--- src/rtl/gba_vram_pkg.sv ---
// Shared VRAM geometry, word/address types and the line-fetch FSM state encoding.
package gba_vram_pkg;

  localparam int VRAM_ADDR_W = 14;
  localparam int VRAM_DATA_W = 32;

  typedef logic [VRAM_ADDR_W-1:0] vram_addr_t;
  typedef logic [VRAM_DATA_W-1:0] vram_word_t;

  typedef enum logic [1:0] {
    IDLE  = 2'd0,
    FETCH = 2'd1,
    DRAIN = 2'd2
  } fetch_state_t;

endpackage

--- src/rtl/vram_fetch_fifo.sv ---
// Small register-array FIFO with a registered head word, so the consumer sees
// a flop output that is stable while it stalls.
module vram_fetch_fifo #(
  parameter int DATA_W = 32,
  parameter int DEPTH  = 8
) (
  input  logic                    clock,
  input  logic                    reset,
  input  logic                    flush,
  input  logic                    push,
  input  logic [DATA_W-1:0]       push_data,
  input  logic                    pop,
  output logic [DATA_W-1:0]       head_data,
  output logic [$clog2(DEPTH):0]  count,
  output logic                    empty,
  output logic                    full
);

  localparam int PTR_W = $clog2(DEPTH);
  localparam int CNT_W = PTR_W + 1;

  logic [DATA_W-1:0] mem [DEPTH];
  logic [PTR_W-1:0]  wr_ptr;
  logic [PTR_W-1:0]  rd_ptr;
  logic [PTR_W-1:0]  rd_next;
  logic              pop_ok;
  logic              push_ok;

  assign empty   = (count == '0);
  assign full    = (count == CNT_W'(DEPTH));
  assign pop_ok  = pop && !empty;
  assign push_ok = push && (!full || pop_ok);
  assign rd_next = rd_ptr + 1'b1;

  always_ff @(posedge clock) begin
    if (reset || flush) begin
      count  <= '0;
      wr_ptr <= '0;
      rd_ptr <= '0;
    end else begin
      if (push_ok) wr_ptr <= wr_ptr + 1'b1;
      if (pop_ok)  rd_ptr <= rd_next;
      count <= count + CNT_W'(push_ok) - CNT_W'(pop_ok);
    end
  end

  // Head reloads from the incoming word when the FIFO is (about to be) empty,
  // otherwise from the entry behind the one being popped.
  always_ff @(posedge clock) begin
    if (push_ok) mem[wr_ptr] <= push_data;
    if (empty || (count == CNT_W'(1) && pop_ok)) begin
      if (push_ok) head_data <= push_data;
    end else if (pop_ok) begin
      head_data <= mem[rd_next];
    end
  end

endmodule

--- src/rtl/vram_line_fetch.sv ---
// Burst reader on the VRAM B port: walks sequential words from start_addr and
// buffers them for the line renderer behind a valid/ready interface.
module vram_line_fetch
  import gba_vram_pkg::*;
#(
  parameter int ADDR_W = VRAM_ADDR_W,
  parameter int DATA_W = VRAM_DATA_W,
  parameter int DEPTH  = 8,
  parameter int LEN_W  = 9
) (
  input  logic                    clock,
  input  logic                    reset,
  input  logic                    start,
  input  logic [ADDR_W-1:0]       start_addr,
  input  logic [LEN_W-1:0]        word_count,
  input  logic                    abort,
  output logic                    busy,
  output logic                    done,
  output logic [ADDR_W-1:0]       vram_address_b,
  input  logic [DATA_W-1:0]       vram_q_b,
  output logic [DATA_W-1:0]       out_data,
  output logic                    out_valid,
  input  logic                    out_ready,
  output logic [$clog2(DEPTH):0]  fifo_level
);

  localparam int CNT_W = $clog2(DEPTH) + 1;

  fetch_state_t      state;
  logic [ADDR_W-1:0] addr;
  logic [LEN_W-1:0]  remain;
  logic              pop;
  logic              fire;
  logic              fifo_empty;
  logic              fifo_full;

  assign pop            = out_valid && out_ready;
  assign fire           = (state == FETCH) && !abort && (!fifo_full || pop);
  assign out_valid      = !fifo_empty;
  assign vram_address_b = addr;

  always_ff @(posedge clock) begin
    if (reset) begin
      state  <= IDLE;
      addr   <= '0;
      remain <= '0;
      busy   <= 1'b0;
      done   <= 1'b0;
    end else if (abort) begin
      state <= IDLE;
      busy  <= 1'b0;
      done  <= 1'b0;
    end else begin
      done <= 1'b0;
      case (state)
        IDLE: begin
          if (start) begin
            if (word_count != '0) begin
              addr   <= start_addr;
              remain <= word_count;
              state  <= FETCH;
              busy   <= 1'b1;
            end else begin
              done <= 1'b1;
            end
          end
        end
        FETCH: begin
          if (fire) begin
            addr   <= addr + 1'b1;
            remain <= remain - 1'b1;
            if (remain == LEN_W'(1)) begin
              done  <= 1'b1;
              state <= DRAIN;
            end
          end
        end
        DRAIN: begin
          if (fifo_empty || (fifo_level == CNT_W'(1) && pop)) begin
            state <= IDLE;
            busy  <= 1'b0;
          end
        end
        default: begin
          state <= IDLE;
          busy  <= 1'b0;
        end
      endcase
    end
  end

  vram_fetch_fifo #(
    .DATA_W (DATA_W),
    .DEPTH  (DEPTH)
  ) u_fifo (
    .clock     (clock),
    .reset     (reset),
    .flush     (abort),
    .push      (fire),
    .push_data (vram_q_b),
    .pop       (pop),
    .head_data (out_data),
    .count     (fifo_level),
    .empty     (fifo_empty),
    .full      (fifo_full)
  );

endmodule

--- config.mk ---
export PLATFORM = sky130hd
export DESIGN_NAME = vram_line_fetch
export DESIGN_NICKNAME = d
export VERILOG_FILES = /design/src/rtl/gba_vram_pkg.sv /design/src/rtl/vram_fetch_fifo.sv /design/src/rtl/vram_line_fetch.sv
export SDC_FILE = /design/constraint.sdc
export NUM_CORES = 1
export LEC_CHECK = 0
export ABC_CLOCK_PERIOD_IN_PS = 6400
export CAP_MARGIN = 25
export CORE_MARGIN = 2
export CORE_UTILIZATION = 50
export DETAILED_ROUTE_END_ITERATION = 6
export DONT_BUFFER_PORTS = 1
export PLACE_DENSITY = 0.71
export REMOVE_ABC_BUFFERS = 1
export SKIP_LAST_GASP = 1
export SLEW_MARGIN = 30
export SYNTH_ARGS = -nofsm -noshare
export SYNTH_HDL_FRONTEND = slang
export SYNTH_HIERARCHICAL = 1
export SYNTH_SLANG_ARGS = --single-unit
--- constraint.sdc ---
create_clock -name clock -period 6.4 [get_ports clock]
set_input_delay 0 -clock clock [delete_from_list [all_inputs] [get_ports clock]]
set_output_delay 0 -clock clock [all_outputs]
set_load 0.005 [all_outputs]
==> flow_summary.rst, run 1 <==
.. list-table::
   :header-rows: 1

   * - Metric
     - Value
   * - Library cell used as clock root buffer
     - clkbuf_16
   * - Number of antenna violations at the first check in global routing
     - 2
   * - Post-CTS setup buffers
     - 0
   * - Min Hold Slack
     - 2.82 ps
   * - Bufs on Longest Clock Path
     - 3
   * - Number of I/O port buffers
     - 0
   * - Core Util, Final
     - 58.6%
   * - Die ar.
     - about 28000 sq um
   * - Number of CTS-inserted buffers
     - 35
   * - Routed wl met2
     - roughly 14000 um
   * - Maximum ir drop on the vdd rail
     - 0.187 mV
   * - Leading register cell type out of synthesis
     - edfxtp_1
   * - Hold Fails Final Rpt
     - 0
   * - Register-to-register setup slack
     - 2910 ps
   * - Worst hold-check path type
     - in2reg
   * - Worst reg2reg path endpoint
     - u_fifo/mem[6][23]
   * - Final setup slack of the worst path
     - 2910 ps
   * - Count of final max-slew check failures
     - 0
   * - Clock slew seen by the registers of the worst setup and hold paths
     - 60 ps
   * - Wire length of the first global-routing pass
     - about 43000 um
   * - DRC violations left
     - 0
   * - DP Wirelength
     - about 16000 um
   * - Worst Hold Path EP
     - remain[5]
   * - Critical Path RT
     - ~6700 ps
   * - Ratio of cells with drive above 1 in the final layout
     - 22.7%
   * - Number of instances on the worst hold path
     - 2
   * - Number of DRC markers after the initial detailed-route iteration
     - 528
   * - Number of enable-type register cells in the synthesized netlist
     - 288
   * - Placeable Area
     - between 20000 and 30000 sq um
   * - Slew at the pin closest to its max-slew limit
     - 968 ps
   * - Remaining global-route overflow
     - 0
   * - Total number of vias
     - 7863
   * - Post-CTS resize count
     - 0
   * - Post-synth top area cell
     - edfxtp_1
   * - Drt via density
     - around 6
   * - Gp weighted congestion
     - 0.792
   * - RSZ-0062 raised after global routing
     - false
   * - Crit start category
     - flop
   * - Detailed Route WL
     - 27800 um
   * - Total routing resource utilization after global routing
     - 19.4%
   * - Sum of negative setup slack
     - 0 ps
   * - Register-to-Register Path Depth
     - 11
   * - Routed met1 length
     - 12000 um
   * - Area delta synth->final
     - 15.9%
   * - Worst r2r src
     - u_fifo/count[2]
   * - Worst max-slew margin expressed relative to the limit
     - between 30% and 40%
   * - Largest net degree at the start of global routing
     - 74
   * - Sequential cell area fraction in the yosys report
     - between 60% and 70%
   * - Power density over the cells
     - 277 nW/um^2
   * - Shortest period the worst path allows
     - 3490 ps
   * - Number of nets with antenna violations after routing
     - 0
   * - Critical Setup Path Class
     - reg2reg
   * - Status
     - completed
   * - Clock skew after layout
     - 21.7 ps
   * - Setup slack at placement
     - 2870 ps
   * - Max-capacitance violation count
     - 0
   * - Fin nets
     - a little over 1000
   * - Setup violators final
     - 0
   * - Wire length per cell
     - roughly 21 um
   * - Via count of the first global-routing pass
     - 7922
   * - Synth Warn #
     - 6
   * - Most area-consuming cells after synthesis
     - edfxtp_1 64%, mux2_2 11%, dfxtp_1 5.5%, o22ai_1 3.0%, o31ai_1 2.4%
   * - Total leakage power
     - 5.09 nW
   * - Mapped Cells
     - 878
   * - Achievable Freq
     - 0.286 GHz
   * - Average cell area after synthesis
     - 15.4 sq um
   * - Post-route fraction of the period consumed by the critical path
     - 54.5%
   * - Endpoint arrival time on the critical path
     - 3770 ps
   * - Die span in y
     - 168 um
   * - Highest metal layer with signal wires
     - met4
   * - Largest driver fanout on the critical path
     - 12
   * - Nature of the critical path endpoint
     - flop
   * - Row Count
     - 60
   * - Cell area after synthesis
     - 13500 sq um
   * - Worst Min Path Start
     - reset
   * - Flip-flop and latch count after synthesis
     - 325
   * - Routed length on met3
     - around 1800 um
   * - Starting Density
     - 50.6%
   * - First drt pass iteration count
     - 5
   * - Share of Yosys cell area claimed by the top area cell type
     - 64.0%
   * - Number of clock sinks seen by CTS
     - ~330
   * - Latest clock arrival within the worst-skew pair
     - 520 ps
   * - Number of top-level design ports
     - between 100 and 150
   * - Number of different library cells in the post-synthesis netlist
     - 68
   * - # H-tree levels
     - 2
   * - Die X-Extent
     - 168 um
   * - Clock tree from TritonCTS
     - done
   * - Overall power after layout
     - 4.34 mW
   * - Share of synthesized flip-flops with an asynchronous set or reset
     - 0%
report_power, final:
| group | internal [mW] | switching (mW) |
|---|---|---|
| sequential | 2.33 | 0.0203 |
| combinational | 0.0633 | 0.0908 |
| clock | 1.05 | 0.786 |
| total | 3.45 | 0.898 |
cells in the mapped netlist (14+ instances only):
cell	number
buf_2	16
clkbuf_1	16
o22ai_1	64
a21oi_1	17
edfxtp_1	288
o31ai_1	43
buf_4	14
inv_1	17
mux2_2	128
dfxtp_1	37
nor2_1	24
nand2_1	55
logic make-up after synthesis:
| group | count (synthesis) | synth area share (%) |
|---|---|---|
| AO/OA/AOI/OAI | 190 | 10.2 |
| XOR/XNOR | 7 | 0.454 |
| adder cells (fa/ha/maj) | 11 | 1.07 |
| buffers and inverters | 69 | 2.52 |
| flip-flops | 325 | 69.5 |
| multiplexers | 129 | 10.7 |
| AND/OR/NAND/NOR | 147 | 5.53 |
repair_timing:
action                                 CTS  global route
endpoints found under the hold margin  325             0
setup endpoints to repair                0             0
hold buffers                            62             0
critical path, stage by stage, from the launching register on:
cell	delay, ps
dfxtp_1	330
inv_1	110
ha_1	270
or3b_2	550
inv_1	100
nand2b_1	270
inv_1	150
and2b_1	220
o211ai_1	650
nor2_4	220
buf_8	230
buf_16	160
state kept, by name (all words and copies together) (netlist names):
name              cells
u_fifo/mem          256
u_fifo/head_data     32
vram_address_b       14
remain                9
u_fifo/count          4
u_fifo/rd_ptr         3
u_fifo/wr_ptr         3
state                 2
busy                  1
done                  1
cells in the final DEF, fill, tap and decap left out, drive strengths merged, types with 4 or more instances in the layout:
master / count
edfxtp: 288
mux2: 128
o22ai: 64
dlygate4sd3: 61
nand2: 55
clkbuf: 44
o31ai: 43
dfxtp: 37
nor2: 24
buf: 20
a21oi: 18
inv: 17
clkinv: 16
o311ai: 11
nand3: 10
ha: 10
nor3: 10
nand2b: 8
nor4: 7
nand4: 6
a31oi: 6
o21ai: 6
xor2: 5
a211oi: 5
o31a: 4
o211ai: 4
a22oi: 4
and2: 4
stage by stage:
stage	instance area (sq um)	instances
2_1_floorplan	13200	826
4_1_cts	15600	1309
5_1_grt	15700	1313
6_report	15700	1314
3_5_place_dp	13900	1184
3_3_place_gp	13900	1181
routing by layer:
layer  track usage, %  up-vias
met2             32.5      248
met4             5.40        0
met5                0        -
met3             3.86       31
met1             26.1     3945
li1                 -     3639
worst max-delay path by stage:
stage,from,endpoint,slack [ps],cells after the start
global route,u_fifo/count[2],vram_address_b[8],2740,8
global placement,u_fifo/count[2],u_fifo/mem[6][6],2970,8
finish,u_fifo/count[2],u_fifo/mem[6][23],2910,11
detailed placement,u_fifo/count[2],u_fifo/mem[5][23],2870,8
floorplan,state[0],u_fifo/mem[0][0],940,4
CTS,u_fifo/count[2],u_fifo/mem[5][5],2840,8
layout make-up:
| type | count | area, sq um |
|---|---|---|
| Fill cell | 1997 | 11100 |
| Clock inverter | 19 | 139 |
| Timing Repair Buffer | 81 | 846 |
| Tap cell | 341 | 427 |
| Antenna cell | 3 | 7.51 |
| Clock buffer | 44 | 910 |
| Inverter | 17 | 63.8 |
| Multi-Input combinational cell | 484 | 3880 |
| Sequential cell | 325 | 9390 |
Power figures use the tool's default switching activity.
==> inputs of run 2 (changes only) <==
--- a/config.mk
+++ b/config.mk
@@ -5,7 +5,8 @@
 export SDC_FILE = /design/constraint.sdc
 export NUM_CORES = 1
 export LEC_CHECK = 0
-export ABC_CLOCK_PERIOD_IN_PS = 6400
+export ABC_AREA = 1
+export ABC_CLOCK_PERIOD_IN_PS = 3600
 export CAP_MARGIN = 25
 export CORE_MARGIN = 2
 export CORE_UTILIZATION = 50
==> constraint.sdc (replaced) <==
create_clock -name clock -period 3.6 [get_ports clock]
set_input_delay 0 -clock clock [delete_from_list [all_inputs] [get_ports clock]]
set_output_delay 0 -clock clock [all_outputs]
set_load 0.005 [all_outputs]
==> run 2 against run 1 <==
  * Flip-flop and latch count did not move
  * Fmax rose by 20%
  * Via count up 32%
  * Largest power group unchanged
  * Worst hold slack improved by 26 ps
  * Wire length rose by 18%
  * Global-route usage is 2.0 points higher
  * Total power increased by 81%
  * Worst setup slack got worse by 2200 ps
  * Die area up 9.0%
  * Synthesized cell count grew 72%
  * Clock power rose by 84%
  * Critical path type unchanged
==> flow_summary.rst, run 2 <==
.. list-table::
   :header-rows: 1

   * - Metric
     - Value
   * - Status
     - completed
   * - Slew at the pin closest to its max-slew limit
     - 873 ps (-95.1 ps)
   * - Proportion of power drawn by combinational gates
     - 3.7% (+0.2 points)
   * - Overall power after layout
     - 7.85 mW (+81%)
   * - Number of different library cells in the post-synthesis netlist
     - 37 (-46%)
   * - Crit path buffers/inverters
     - 4 (-1)
   * - DRC violations left
     - 0 (unchanged)
   * - Number of enable-type register cells in the synthesized netlist
     - 288 (unchanged)
   * - DP Wirelength
     - 18300 um (+15%)
   * - Count of final max-slew check failures
     - 0 (unchanged)
   * - Family with the most delay on the worst path
     - simple AND/OR/NAND/NOR gates
   * - Post-route fraction of the period consumed by the critical path
     - 81.0% (+26 points)
   * - Largest reg by FF count
     - u_fifo/mem
   * - Bufs on Longest Clock Path
     - 3 (unchanged)
   * - Part of the total power dissipated in sequential elements
     - 53.1% (-1.0 points)
   * - Final setup slack of the worst path
     - 685 ps (-2220 ps)
   * - Worst max-slew margin expressed relative to the limit
     - 41.8% (+6.3 points)
   * - Clock tree from TritonCTS
     - done
   * - Number of CTS-inserted buffers
     - 35 (unchanged)
   * - Register-to-register setup slack
     - 690 ps (-2220 ps)
   * - Min Hold Slack
     - 28.6 ps (+25.7 ps)
   * - Starting Density
     - 51.1% (+0.57 points)
   * - # H-tree levels
     - 2 (unchanged)
   * - Power density over the cells
     - 465 nW/um^2 (+68%)
   * - Worst hold-check path type
     - in2reg
   * - Achievable Freq
     - 0.343 GHz (+20%)
   * - Average cell area after synthesis
     - 9.75 sq um (-37%)
   * - Latest clock arrival within the worst-skew pair
     - 520 ps (about the same)
   * - Number of nets with antenna violations after routing
     - 0 (unchanged)
   * - Library cell used as clock root buffer
     - clkbuf_16
   * - Maximum ir drop on the vdd rail
     - 0.359 mV (+93%)
   * - Most area-consuming cells after synthesis
     - edfxtp_1 59%, nand2_1 12%, nand3_1 6.8%, inv_1 6.1%, dfxtp_1 5.0%
   * - Critical Setup Path Class
     - reg2reg
   * - Detailed Route WL
     - 32900 um (+18%)
   * - Switching part of the total power
     - 20.9% (+0.26 points)
   * - Leading register cell type out of synthesis
     - edfxtp_1
   * - Setup violators final
     - 0 (unchanged)
   * - Die span in y
     - 176 um (+4.4%)
   * - Row Count
     - 62 (+3.3%)
   * - Total placed cells including tap cells
     - 1853 (+57%)
   * - Most common cell after layout, fill and taps aside
     - nand2_1
   * - Total net switching power
     - 1.64 mW (+83%)
   * - CP max stage cell
     - nor2_4
   * - Total leakage power
     - 6.89 nW (+35%)
   * - Max-capacitance violation count
     - 0 (unchanged)
   * - Via count of the first global-routing pass
     - 10100 (+28%)
   * - Number of top-level design ports
     - 113 (unchanged)
   * - Remaining global-route overflow
     - 0 (unchanged)
   * - Most common cell in the synthesized netlist
     - nand2_1
   * - Number of I/O port buffers
     - 0 (unchanged)
   * - Die X-Extent
     - 176 um (+4.4%)
   * - Final Instance Count excl. Fillers
     - 1979 (+51%)
   * - Clock slew seen by the registers of the worst setup and hold paths
     - 60 ps (about the same)
   * - Number of DRC markers after the initial detailed-route iteration
     - 1003 (+90%)
   * - Share of synthesized flip-flops with an asynchronous set or reset
     - 0% (unchanged)
   * - Largest driver fanout on the critical path
     - 17 (+5)
   * - First drt pass iteration count
     - 5 (unchanged)
   * - Endpoint arrival time on the critical path
     - 3100 ps (-670 ps)
   * - Drt via density
     - 5.25 (-12%)
   * - Number of antenna violations at the first check in global routing
     - 1 (-1)
   * - Delay of the slowest critical-path stage
     - 420 ps (-230 ps)
   * - Number of clock sinks seen by CTS
     - 325 (unchanged)
   * - Largest net degree at the start of global routing
     - 94 (+27%)
   * - Clock power share
     - 43.2% (+0.8 points)
   * - Cells along the critical path
     - inv_1, ha_1, nand2_1, inv_1, inv_1, nand2_1, nand2_1, and3_1, nand3_1, nor2_4, buf_4
   * - Sequential cell area fraction in the yosys report
     - 63.6% (-5.9 points)
   * - Crit start category
     - flop
   * - Shortest period the worst path allows
     - 2910 ps (-576 ps)
   * - Ratio of cells with drive above 1 in the final layout
     - 9.66% (-13 points)
   * - Critical Path RT
     - 3780 ps (-2900 ps)
   * - Internal cell power
     - 6.21 mW (+80%)
   * - Wire length per cell
     - 16.6 um (-21%)
   * - Number of flip-flops in the largest register
     - 256 (unchanged)
   * - Share of Yosys cell area claimed by the top area cell type
     - 58.6% (-5.4 points)
   * - Nature of the critical path endpoint
     - flop
   * - Area delta synth->final
     - 14.4%
   * - Fin nets
     - 1641 (+62%)
   * - Die ar.
     - 30900 sq um (+9.0%)
   * - Total number of vias
     - 10400 (+32%)
   * - Mapped Cells
     - 1514 (+72%)
   * - RSZ-0062 raised after global routing
     - false
   * - Gp weighted congestion
     - 0.796 (+0.52%)
   * - Wire length of the first global-routing pass
     - 52300 um (+21%)
   * - Cell area after synthesis
     - 14800 sq um (+9.2%)
   * - Flip-flop and latch count after synthesis
     - 325 (unchanged)
   * - Setup slack at placement
     - 662 ps (-2210 ps)
   * - Total routing resource utilization after global routing
     - 21.4% (+2.0 points)
   * - Top library cells by usage in the layout, fill and taps aside
     - 468 x nand2_1, 288 x edfxtp_1, 238 x inv_1
   * - Clock skew after layout
     - 30.0 ps (+8.30 ps)
   * - Synth cell count leaders
     - 468 x nand2_1, 288 x edfxtp_1, 238 x inv_1
   * - Hold Fails Final Rpt
     - 0 (unchanged)
   * - Placeable Area
     - 28900 sq um (+8.0%)
   * - Synth Warn #
     - 6 (unchanged)
   * - Post-synth top area cell
     - edfxtp_1
==> run 2: cell count changes after synthesis, moves of 24 or more <==
cell / before / now
o31ai_1: 43 / 0
o21ai_0: 5 / 30
nor2_1: 24 / 62
nand3_1: 10 / 199
buf_2: 16 / 40
inv_1: 17 / 238
o22ai_1: 64 / 1
nand2_1: 55 / 468
nand2_2: 0 / 25
mux2_2: 128 / 0
==> run 2: logic make-up after synthesis <==
| kind of cell | share of synthesized area, % |
|---|---|
| simple gates | 23.4 |
| buf+inv | 8.87 |
| compound gates | 2.90 |
| flops | 63.6 |
| fa+ha+maj | 0.984 |
| xor+xnor | 0.229 |
==> run 2: final cells by class <==
type	instances	area, sq um
Timing Repair Buffer	84	836
Inverter	246	933
Clock buffer	41	908
Multi-Input combinational cell	878	4150
Tap cell	384	480
Clock inverter	20	173
Fill cell	2337	12000
Sequential cell	325	9390
Antenna cell	1	2.50
==> run 2: tightest hold or removal path: cells and delay by family <==
kind                   cells  cell delay, ps
and+or+nand+nor            6             450
buffers and inverters      1              40
==> run 2: path summary, 6_finish.rpt <==
check / from / endpoint / cells after the start
min: word_count[2] / busy / 7
max: u_fifo/count[2] / u_fifo/mem[7][20] / 11
min reg2reg: remain[5] / remain[5] / 2
max reg2reg: u_fifo/count[2] / u_fifo/mem[7][20] / 11
==> run 2: per-layer routing <==
metal | global-route usage [%] | vias to the layer above | part of all wire [%]
met5 | 0 | - | 0
met4 | 5.61 | 0 | 1.8
met3 | 4.31 | 56 | 8.2
met2 | 36.5 | 447 | 49
met1 | 28.1 | 4866 | 41
li1 | - | 5012 | -
==> run 2: power by group through the flow <==
stage,Sequential (mW),Combinational (mW),Clock [mW]
floorplan,4.24,0.141,0
global placement,4.25,0.178,0
detailed placement,4.25,0.182,0
CTS,4.17,0.285,3.45
global route,4.17,0.324,3.60
finish,4.17,0.287,3.39
==> run 2: timing repair <==
item	in CTS	in global routing
resized for setup	0	0
hold buffers	63	1
buffers inserted	0	0
hold endpoints to repair	325	13
==> run 2: metrics by stage <==
stage               area, sq um  util (%)  TNS [ps]
detailed placement        15200      52.5         0
CTS                       16900      58.4         0
finish                    16900      58.5         0
global route              16900      58.5         0
floorplan                 14400         -   -124620
global placement          15200      52.5         0
